File: src/rtl/sprite_rom_arbiter.sv
// Round-robin arbiter sharing one synchronous sprite ROM between NREQ engines,
// with locked bursts, frame-start fairness reset and a tagged read-return path.
module sprite_rom_arbiter #(
   parameter int NREQ      = 4,
   parameter int AW        = 17,
   parameter int DW        = 8,
   parameter int ROM_LAT   = 1,
   parameter int MAX_BURST = 8
) (
   input  logic              i_clk,
   input  logic              i_rst,
   input  logic              i_frame_start,
   input  logic [NREQ-1:0]   i_req,
   input  logic [NREQ-1:0]   i_lock,
   input  logic [NREQ*AW-1:0] i_addr,
   output logic [NREQ-1:0]   o_gnt,
   output logic [AW-1:0]     o_rom_addr,
   output logic              o_rom_en,
   input  logic [DW-1:0]     i_rom_data,
   output logic [NREQ-1:0]   o_rd_valid,
   output logic [DW-1:0]     o_rd_data
);

   localparam int PW = (NREQ > 1) ? $clog2(NREQ) : 1;
   localparam int CW = $clog2(MAX_BURST);
   localparam logic [CW-1:0] CNT_LAST = CW'(MAX_BURST - 1);

   typedef enum logic {ST_ARB, ST_BURST} state_e;

   state_e          state_q, state_d;
   logic [PW-1:0]   ptr_q, ptr_d;
   logic [PW-1:0]   owner_q, owner_d;
   logic [CW-1:0]   cnt_q, cnt_d;

   logic [NREQ-1:0] arb_gnt;
   logic [PW-1:0]   arb_idx;
   logic [PW-1:0]   scan_idx;
   logic            arb_found;
   logic [NREQ-1:0] gnt;
   logic [PW-1:0]   sel_idx;

   logic            rom_en_q;
   logic [AW-1:0]   rom_addr_q;
   logic [NREQ-1:0] tag_q [ROM_LAT+1];
   logic [NREQ-1:0] rd_valid_q;
   logic [DW-1:0]   rd_data_q;

   function automatic logic [PW-1:0] wrap_inc(input logic [PW-1:0] k);
      return (int'(k) == NREQ - 1) ? '0 : k + 1'b1;
   endfunction

   // Scan starting at ptr; the first requester found wins.
   always_comb begin
      arb_gnt   = '0;
      arb_idx   = '0;
      arb_found = 1'b0;
      scan_idx  = '0;
      for (int i = 0; i < NREQ; i++) begin
         scan_idx = PW'((int'(ptr_q) + i) % NREQ);
         if (!arb_found && i_req[scan_idx]) begin
            arb_found = 1'b1;
            arb_idx   = scan_idx;
         end
      end
      arb_gnt[arb_idx] = arb_found;
   end

   always_comb begin
      state_d = state_q;
      ptr_d   = ptr_q;
      owner_d = owner_q;
      cnt_d   = cnt_q;
      gnt     = '0;
      sel_idx = arb_idx;
      if (i_frame_start) begin
         state_d = ST_ARB;
         ptr_d   = '0;
         cnt_d   = '0;
      end else if (state_q == ST_ARB) begin
         gnt = arb_gnt;
         if (arb_found) begin
            if (i_lock[arb_idx]) begin
               state_d = ST_BURST;
               owner_d = arb_idx;
               cnt_d   = CW'(1);
            end else begin
               ptr_d = wrap_inc(arb_idx);
            end
         end
      end else begin
         sel_idx = owner_q;
         if (i_req[owner_q]) begin
            gnt[owner_q] = 1'b1;
            if (!i_lock[owner_q] || cnt_q == CNT_LAST) begin
               state_d = ST_ARB;
               ptr_d   = wrap_inc(owner_q);
               cnt_d   = '0;
            end else begin
               cnt_d = cnt_q + 1'b1;
            end
         end else begin
            // Owner let go: the burst ends with an idle cycle.
            state_d = ST_ARB;
            ptr_d   = wrap_inc(owner_q);
            cnt_d   = '0;
         end
      end
      if (!i_rst) gnt = '0;
   end

   assign o_gnt = gnt;

   always_ff @(posedge i_clk or negedge i_rst) begin
      if (!i_rst) begin
         state_q <= ST_ARB;
         ptr_q   <= '0;
         owner_q <= '0;
         cnt_q   <= '0;
      end else begin
         state_q <= state_d;
         ptr_q   <= ptr_d;
         owner_q <= owner_d;
         cnt_q   <= cnt_d;
      end
   end

   // Tags ride alongside the ROM access so returned data keeps its owner.
   always_ff @(posedge i_clk or negedge i_rst) begin
      if (!i_rst) begin
         rom_en_q   <= 1'b0;
         rom_addr_q <= '0;
         for (int s = 0; s <= ROM_LAT; s++) tag_q[s] <= '0;
         rd_valid_q <= '0;
         rd_data_q  <= '0;
      end else begin
         rom_en_q <= |gnt;
         if (|gnt) rom_addr_q <= i_addr[int'(sel_idx)*AW +: AW];
         tag_q[0] <= gnt;
         for (int s = 1; s <= ROM_LAT; s++) tag_q[s] <= tag_q[s-1];
         rd_valid_q <= tag_q[ROM_LAT];
         if (|tag_q[ROM_LAT]) rd_data_q <= i_rom_data;
      end
   end

   assign o_rom_en   = rom_en_q;
   assign o_rom_addr = rom_addr_q;
   assign o_rd_valid = rd_valid_q;
   assign o_rd_data  = rd_data_q;

endmodule

File: config.mk
export PLATFORM = sky130hd
export DESIGN_NAME = sprite_rom_arbiter
export DESIGN_NICKNAME = d
export VERILOG_FILES = /design/src/rtl/sprite_rom_arbiter.sv
export SDC_FILE = /design/constraint.sdc
export NUM_CORES = 1
export LEC_CHECK = 0
export ABC_CLOCK_PERIOD_IN_PS = 2500
export CORE_MARGIN = 3
export CORE_UTILIZATION = 37
export DETAILED_ROUTE_END_ITERATION = 7
export GPL_TIMING_DRIVEN = 0
export HOLD_SLACK_MARGIN = 0.1
export PLACE_DENSITY_LB_ADDON = 0.05
export SYNTH_ARGS = -nofsm -noshare
export SYNTH_HDL_FRONTEND = slang
export SYNTH_SLANG_ARGS = --single-unit
File: constraint.sdc
create_clock -name i_clk -period 2.5 [get_ports i_clk]
set_input_delay 0.5 -clock i_clk [delete_from_list [all_inputs] [get_ports i_clk]]
set_output_delay 0.5 -clock i_clk [all_outputs]
set_load 0.01 [all_outputs]
==> flow_summary.toml, run 1 <==
[run_status]
run_status = "complete, but fails checks"
violations = "negative setup slack"

[detailed_routing]
drc_errors = 0
drt_iter0_markers = 42
wl_microns = 6360
vias = 2056
firstDrtPassIters = 4
avgRoutedWirePerCell_microns = 15.3
antenna_left = 0
via_per_inst = 4.95

[timing]
setup_violations = 21
tns_ns = -1.23
worstMarginPinSlew_ns = 0.923
clock_skew_ns = 0.00847
period_share_pct = 105
fin_crit_ns = 2.63
max_freq_mhz = 380
relSlewSlack_pct = 38.0
slew_violations = 0
hold_violations = 0
rsz0062_at_grt = "true"
setup_ws_ns = -0.134

[synth]
synth_edf_count = 0
synth_nets = 278
yosysUniqueCellTypes = 43
synth_seq_area_share_pct = 44.6
synth_cells = 181
synthArstFlopShare_pct = 100
ys_ff_latch = 46
syn_avg_cell_area_sq_um = 14.3
synthFlopType = "dfrtp_1"
yosys_warnings = 0
netlist_area_sq_um = 2580

[worst_setup_path]
critPathKind = "reg -> out"
worstPathRequired_ns = 2.00
cp_max_fo = 3
crit_path_start_kind = "flip-flop"
worst_setup_path_end_kind = "output port"
arrival_ns = 2.13

[placement]
post_dp_cell_area_sq_um = 3940
place_inst = 395
hpwlAfterDp_microns = 4970
numPortBuffers = 120
gp_congestion = 0.815
dp_slack_ns = -1.05

[global_routing]
grt_pass1_wl_microns = 9880
grt_pass1_vias = 2052
overflow = 0
grt_max_degree = 39
grt_use_total_pct = 16.1
antenna_found_initial = 0

[clock_network]
htreeDepth = 2
cts_tree = "done"
clkSinkCount = 46
clock_path_buffers = 2
cts_root_buf = "clkbuf_8"
numCtsBuffers = 5
path_clk_slew_ns = 0.09
clk_latency_ns = 0.30

[final_layout]
fill_cells = 533
finalInstanceArea_sq_um = 4150
drive_gt1_share_pct = 30.4
stdcell_count = 415
nNetsFinal = 418
antenna_cells = 0
syn_to_final_growth_pct = 60.8
final_core_util_pct = 63.2

[worst_hold_path]
hold_path.class = "reg -> reg"

[power_and_ir_drop]
p_leak_nw = 1.77
power_density_nw_per_um2 = 937
ir_drop_v = 0.000446

[die]
ios = 121
core_area_sq_um = 6570
initial_core_util_pct = 39.3
die_x_microns = 89.5
die_h_microns = 89.5
rows = 29
design.die.area_sq_um = 8010

[run]
cap_violations = 0
==> synthesized netlist by cell type (2+ instances only) <==
cell	number	area [sq um]
a32o_1	2	20.0
mux2_4	9	135
dfrtp_1	46	1150
nor4_1	2	12.5
mux2i_1	3	30.0
mux2_2	16	180
and2_1	4	25.0
o21ai_0	2	10.0
buf_4	3	22.5
inv_1	5	18.8
nand2_1	9	33.8
mux4_2	19	428
nand4_1	2	12.5
nand3_1	7	35.0
a21o_1	2	15.0
ha_1	10	125
nor2_1	5	18.8
nor3_1	3	15.0
nand3b_1	2	15.0
a22o_1	4	35.0
a21oi_1	4	20.0
==> final cells by class <==
| type | instances | area (sq um) | share of cell area (%) |
|---|---|---|---|
| Tap cell | 93 | 116 | 2.80 |
| Sequential cell | 46 | 1150 | 27.8 |
| Clock buffer | 5 | 68.8 | 1.66 |
| Buffer | 4 | 41.3 | 0.995 |
| Multi-Input combinational cell | 125 | 1420 | 34.2 |
| Clock inverter | 3 | 25.0 | 0.603 |
| Timing Repair Buffer | 133 | 1300 | 31.4 |
| Inverter | 6 | 22.5 | 0.543 |
==> critical path: stages (launching register included) <==
cell,delay [ns]
dfrtp_2,0.43
and3b_1,0.20
or3_4,0.35
nor2_4,0.13
inv_2,0.06
ha_2,0.16
a22o_1,0.21
and2_4,0.17
buf_6,0.12
==> sequential cells by signal, indices dropped and copies added, names as in the netlist, 2 cells and up <==
| register | count |
|---|---|
| owner_q | 2 |
| o_rd_data | 8 |
| o_rd_valid | 4 |
| ptr_q | 2 |
| cnt_q | 3 |
| o_rom_addr | 17 |
| tag_q | 8 |
==> stage by stage <==
stage / hold WS [ns] / power (mW)
floorplan: 0.204 / 2.47
global placement: 0.333 / 3.31
detailed placement: 0.335 / 3.34
CTS: 0.357 / 3.92
global route: 0.371 / 4.17
finish: 0.356 / 3.89
==> cell families after synthesis <==
| kind of cell | count (synthesis) | synth area share (%) |
|---|---|---|
| multiplexers | 49 | 31.4 |
| flip-flops | 46 | 44.6 |
| AND/OR/NAND/NOR | 45 | 10.4 |
| adder cells (fa/ha/maj) | 10 | 4.85 |
| AO/OA/AOI/OAI | 21 | 6.55 |
| buffers and inverters | 10 | 2.18 |
==> where the power goes <==
part           total (mW)  leakage (nW)  internal [mW]  switching, mW
combinational        2.22          1.15           1.36          0.854
sequential           1.20         0.574           1.03          0.171
clock               0.468        0.0447          0.202          0.266
==> worst paths after layout <==
kind | cells after the start | startpoint | slack (ns) | endpoint
max | 8 | ptr_q[0]$_DFFE_PN0P_ | -0.13 | o_gnt[1]
min | 0 | tag_q[7]$_DFF_PN0_ | 0.36 | tag_q[3]$_DFF_PN0_
max reg2reg | 11 | ptr_q[0]$_DFFE_PN0P_ | -0.06 | o_rom_addr[10]$_DFFE_PN0P_
min reg2reg | 0 | tag_q[7]$_DFF_PN0_ | 0.36 | tag_q[3]$_DFF_PN0_
max in group asynchronous | 3 | i_rst | 1.34 | o_rom_addr[6]$_DFFE_PN0P_
min in group asynchronous | 2 | i_rst | 0.65 | o_rd_data[6]$_DFFE_PN0P_
==> routing by layer <==
layer | wire length (microns) | vias to the layer above | GRT usage [%] | share of wire (%)
met5 | 0 | - | 0 | 0
met4 | 21 | 0 | 2.84 | 0.33
met3 | 465 | 2 | 3.96 | 7.3
met2 | 3230 | 86 | 26.4 | 51
met1 | 2640 | 983 | 21.8 | 42
li1 | - | 985 | - | -
==> cell usage in the layout (no fill, tap or decap), types with 4 or more instances in the layout <==
master and instances:
buf_4 12, nand2_1 8, dfrtp_1 45, and2_4 4, ha_1 8, mux4_2 19, clkdlybuf4s50_1 111, nor2_1 4
mux2_4 9, a21oi_1 4, mux2_2 16, buf_6 6, a22o_1 4, clkbuf_8 5, nand3_1 7
==> what timing repair did <==
item                                    in CTS  in global routing
hold buffers                                 1                  0
endpoints found under the hold margin       13                  0
resized for setup                           44                  2
endpoints found under the setup margin      23                 22
setup buffers                                8                  3
pin swaps                                    3                  0
Power figures use the tool's default switching activity.
==> inputs of run 2 (changes only) <==
--- a/config.mk
+++ b/config.mk
@@ -6,12 +6,12 @@
 export NUM_CORES = 1
 export LEC_CHECK = 0
 export ABC_CLOCK_PERIOD_IN_PS = 2500
-export CORE_MARGIN = 3
 export CORE_UTILIZATION = 37
 export DETAILED_ROUTE_END_ITERATION = 7
 export GPL_TIMING_DRIVEN = 0
 export HOLD_SLACK_MARGIN = 0.1
 export PLACE_DENSITY_LB_ADDON = 0.05
+export REMOVE_ABC_BUFFERS = 1
 export SYNTH_ARGS = -nofsm -noshare
 export SYNTH_HDL_FRONTEND = slang
 export SYNTH_SLANG_ARGS = --single-unit
==> run 2 against run 1 <==
Against the previous run: the run still ends with negative setup slack left; cell area increased by 1.1%; clock skew decreased by 0.0061 ns; clock power up 15%; critical endpoint is now o_gnt[0]; clock-buffer cell count is 1 higher; global-route usage rose by 0.85 points; final cell count is 2.9% lower; critical path type unchanged; maximum frequency is 0.93% higher; register-to-register slack improved by 0.03 ns; critical path depth up 1; sequential power about the same; via count up 2.2%; total power rose by 3.1%.
==> flow_summary.toml, run 2 (same netlist as run 1, synthesis figures left out) <==
[run_status]
run_status = "complete, but fails checks"
violations = "negative setup slack"

[detailed_routing]
firstDrtPassIters = 4
drt_iter0_markers = 18
routed-wl-met3_microns = 353
via_per_inst = 5.21
antenna_left = 0
wl_microns = 5990
vias = 2101
wl_met2_microns = 3150
wl_met1_microns = 2440
drc_errors = 0
routed.top_layer = "met4"
avgRoutedWirePerCell_microns = 14.9

[worst_setup_path]
path_delay_family = "simple AND/OR/NAND/NOR gates"
worstPathRequired_ns = 2.00
cp_cell_sequence = "buf_6 > and4b_1 > a21o_1 > nor2_4 > inv_2 > ha_4 > a22o_1 > and2_4 > buf_6"
cp_max_fo = 5
crit_path_start_kind = "flip-flop"
path_common_cell = "buf_6"
crit_buf_inv = 3
worst_setup_path_end_kind = "output port"
slowest_delay_ns = 0.42
critPathKind = "reg -> out"
slowest_stage = "dfrtp_2"
arrival_ns = 2.11

[timing]
period_share_pct = 104
clock_skew_ns = 0.00238
rsz0062_at_grt = "true"
fin_crit_ns = 2.61
setup_violations = 13
setup_ws_ns = -0.110
worstMarginPinSlew_ns = 0.862
max_freq_mhz = 383
hold_ws_ns = 0.106
slew_violations = 0
hold_violations = 0
relSlewSlack_pct = 42.1

[die]
rows = 30
die_x_microns = 85.5
ios = 121
initial_core_util_pct = 38.2
design.die.area_sq_um = 7310
die_h_microns = 85.5
core_area_sq_um = 6760

[power_and_ir_drop]
power_density_nw_per_um2 = 954
p_leak_nw = 1.79
ir_drop_v = 0.000498

[final_layout]
antenna_cells = 0
syn_to_final_growth_pct = 62.7
final_common_cell = "clkdlybuf4s50_1"
final_core_util_pct = 62.1
largest_register_ffs = 17
nNetsFinal = 419
final_cell_mix = "clkdlybuf4s50_1 (111), dfrtp_1 (44), mux4_2 (19)"
drive_gt1_share_pct = 31.6
finalInstanceArea_sq_um = 4200

[global_routing]
overflow = 0
antenna_found_initial = 0
grt_pass1_vias = 2010
grt_max_degree = 39
grt_pass1_wl_microns = 9630
grt_use_total_pct = 16.9

[clock_network]
path_clk_slew_ns = 0.08
numCtsBuffers = 5
htreeDepth = 2
clock_path_buffers = 2
cts_tree = "done"
clkSinkCount = 46
cts_root_buf = "clkbuf_8"
clk_latency_ns = 0.29
hold_buffers = 0

[placement]
numPortBuffers = 120
hpwlAfterDp_microns = 4450
gp_congestion = 0.809
post_dp_cell_area_sq_um = 3870

[worst_hold_path]
hold_path.class = "in -> async"

[run]
cap_violations = 0
## run 2: per-stage QoR
stage | setup TNS [ns] | setup slack (ns) | power (mW) | std cells
floorplan | -3.40 | -0.211 | 2.41 | 177
global placement | -59.81 | -1.52 | 3.23 | 377
detailed placement | -27.52 | -1.22 | 3.26 | 378
CTS | -0.541 | -0.118 | 4.01 | 401
global route | -2.26 | -0.175 | 4.27 | 403
finish | -0.412 | -0.110 | 4.00 | 403
## run 2: cell type report
cell class | instances | area [sq um]
inverter | 6 | 36.3
clock inverter | 2 | 37.5
clock buffer | 6 | 72.6
multi-input combinational | 125 | 1450
tap | 80 | 100
timing repair buffer | 138 | 1350
fill | 561 | 2560
sequential | 46 | 1150
## run 2: repair_timing
| action | in CTS | in global routing |
|---|---|---|
| pin swaps | 3 | 2 |
| gates resized for setup | 54 | 8 |
| setup endpoints to repair | 27 | 24 |
| gates cloned | 0 | 0 |
| setup buffers | 15 | 3 |
## run 2: power by group
group	total [mW]	switching (mW)	internal [mW]
combinational	2.25	0.848	1.40
clock	0.540	0.242	0.298
sequential	1.21	0.181	1.03
## run 2: worst register-to-register path: stages (launching register included)
cell	delay [ns]
dfrtp_2	0.42
buf_6	0.13
and4b_1	0.19
a21o_1	0.20
nor2_4	0.14
inv_2	0.08
buf_6	0.12
buf_4	0.12
buf_4	0.12
buf_4	0.12
buf_4	0.12
buf_4	0.12
buf_4	0.12
buf_4	0.12
buf_4	0.12
buf_4	0.12
mux2i_1	0.11
## run 2: routing by layer
layer	GRT usage [%]	vias to the layer above
met2	28.9	70
met3	3.95	7
met1	22.0	1043
met4	3.94	0
li1	-	981
met5	0	-
## run 2: path summary, 6_finish.rpt
| kind | startpoint | slack [ns] | depth (start not counted) | to |
|---|---|---|---|---|
| min | i_rst | 0.11 | 1 | o_rd_data[4]$_DFFE_PN0P_ |
| min in group i_clk | tag_q[4]$_DFF_PN0_ | 0.35 | 0 | tag_q[0]$_DFF_PN0_ |
| max reg2reg | ptr_q[0]$_DFFE_PN0P_ | -0.03 | 16 | owner_q[1]$_DFFE_PN0P_ |
| max in group asynchronous | i_rst | 1.89 | 2 | o_rom_addr[8]$_DFFE_PN0P_ |
| max | ptr_q[0]$_DFFE_PN0P_ | -0.11 | 9 | o_gnt[0] |
| min reg2reg | tag_q[4]$_DFF_PN0_ | 0.35 | 0 | tag_q[0]$_DFF_PN0_ |
==> inputs of run 3 (changes only) <==
--- a/config.mk
+++ b/config.mk
@@ -12,6 +12,7 @@
 export HOLD_SLACK_MARGIN = 0.1
 export PLACE_DENSITY_LB_ADDON = 0.05
 export REMOVE_ABC_BUFFERS = 1
+export SETUP_SLACK_MARGIN = 0.2
 export SYNTH_ARGS = -nofsm -noshare
 export SYNTH_HDL_FRONTEND = slang
 export SYNTH_SLANG_ARGS = --single-unit
==> run 3 against run 2 <==
Against the previous run: the run still ends with negative setup slack left; non-clock buffer count increased by 4; clock power increased by 0.7%; via count up 0.71%; clock skew increased by 0.00066 ns; combinational power up 8%; final cell count grew 0.99%; wire length grew 4.2%; first-iteration DRC count up 67%; critical path type unchanged; sequential cell count is the same; worst setup slack improved by 0.011 ns.
==> flow_summary.toml, run 3 (same netlist as run 1, synthesis figures left out) <==
[worst_hold_path]
hold_path.class = "in -> async"

[worst_setup_path]
worst_setup_path_end_kind = "output port"
r2r_cells = 18
worstPathRequired_ns = 2.00
r2r_start = "ptr_q[0]$_DFFE_PN0P_"
reg2reg_slack_ns = -0.1
cp_max_fo = 5
crit_path_start_kind = "flip-flop"
critPathKind = "reg -> out"
arrival_ns = 2.10
r2r-end = "owner_q[1]$_DFFE_PN0P_"

[power_and_ir_drop]
ir_drop_v = 0.000496
p_leak_nw = 1.85
power_density_nw_per_um2 = 972

[global_routing]
overflow = 0
grt_pass1_wl_microns = 9940
grt_pass1_vias = 2074
grt_use_total_pct = 17.5
grt_max_degree = 39
antenna_found_initial = 0

[final_layout]
nNetsFinal = 423
final_common_cell = "clkdlybuf4s50_1"
fill_cells = 549
stdcell_count = 407
largest_register_ffs = 17
final_cell_mix = "clkdlybuf4s50_1 (111), dfrtp_1 (43), mux4_2 (19)"
antenna_cells = 0
finalInstanceArea_sq_um = 4310
drive_gt1_share_pct = 33.0
syn_to_final_growth_pct = 66.9

[die]
die_h_microns = 85.5
design.die.area_sq_um = 7310
rows = 30
die_x_microns = 85.5
ios = 121
initial_core_util_pct = 38.2
core_area_sq_um = 6760

[placement]
gp_congestion = 0.809
post_dp_cell_area_sq_um = 3870
place_inst = 378
hpwlAfterDp_microns = 4450
dp_slack_ns = -1.22
numPortBuffers = 120

[detailed_routing]
vias = 2116
wl_microns = 6230
via_per_inst = 5.20
antenna_left = 0
drt_iter0_markers = 30
avgRoutedWirePerCell_microns = 15.3
firstDrtPassIters = 4
drc_errors = 0

[timing]
rsz0062_at_grt = "true"
fin_crit_ns = 2.60
max_freq_mhz = 385
setup_ws_ns = -0.0989
worstMarginPinSlew_ns = 0.862
setup_violations = 20
relSlewSlack_pct = 42.1
period_share_pct = 104
tns_ns = -0.820
clock_skew_ns = 0.00304
slew_violations = 0
hold_violations = 0

[clock_network]
htreeDepth = 2
clock_path_buffers = 2
path_clk_slew_ns = 0.08
cts_tree = "done"
cts_root_buf = "clkbuf_8"
numCtsBuffers = 5
clkSinkCount = 46
clk_latency_ns = 0.29

[run_status]
run_status = "complete, but fails checks"
violations = "negative setup slack"

[run]
cap_violations = 0
run 3: area by class of cell:
cell class                      instances  area [sq um]  area share [%]
Multi-Input combinational cell        125          1480            34.3
Timing Repair Buffer                  142          1430            33.1
Sequential cell                        46          1150            26.8
Tap cell                               80           100            2.32
Clock buffer                            6          72.6            1.69
Clock inverter                          2          37.5           0.872
Inverter                                6          36.3           0.843
run 3: worst max-delay path by stage:
stage                    startpoint                          to  slack (ns)
2_1_floorplan              i_req[1]  o_rom_addr[10]$_DFFE_PN0P_       -0.21
3_3_place_gp                  i_rst                    o_gnt[3]       -1.52
3_5_place_dp               i_req[3]                    o_gnt[0]       -1.22
4_1_cts        ptr_q[0]$_DFFE_PN0P_                    o_gnt[2]       -0.12
5_1_grt        ptr_q[0]$_DFFE_PN0P_                    o_gnt[3]       -0.18
6_report       ptr_q[0]$_DFFE_PN0P_                    o_gnt[0]        -0.1
run 3: what timing repair did:
| action | CTS | global route |
|---|---|---|
| resized for setup | 71 | 9 |
| hold buffers | 0 | 0 |
| setup buffers | 18 | 3 |
| pin swaps | 3 | 1 |
| endpoints found under the setup margin | 33 | 24 |
run 3: critical path, stage by stage (launching register included):
cell and delay [ns]:
dfrtp_2 0.42, buf_6 0.13, and4b_1 0.19, a21o_1 0.20, nor2_4 0.13, inv_2 0.07
ha_4 0.15, a22o_1 0.23, and2_4 0.17, buf_6 0.11
run 3: layer usage:
metal / GRT usage (%) / routed length (microns)
met4: 4.70 / 70
met2: 29.3 / 3230
met1: 23.1 / 2600
met3: 3.85 / 334
met5: 0 / 0
run 3: stage by stage:
stage	hold WS (ns)	power (mW)	utilization, %
finish	0.105	4.19	63.7
global route	0.128	4.45	63.7
CTS	0.109	4.16	62.8
detailed placement	0.335	3.26	57.3
global placement	0.332	3.23	56.9
floorplan	0.204	2.41	-
run 3: power by group:
part           internal [mW]  leakage, nW  switching, mW
Clock                  0.298       0.0514          0.246
Combinational           1.53         1.22          0.903
Sequential              1.03        0.572          0.183
Total                   2.86         1.85           1.33
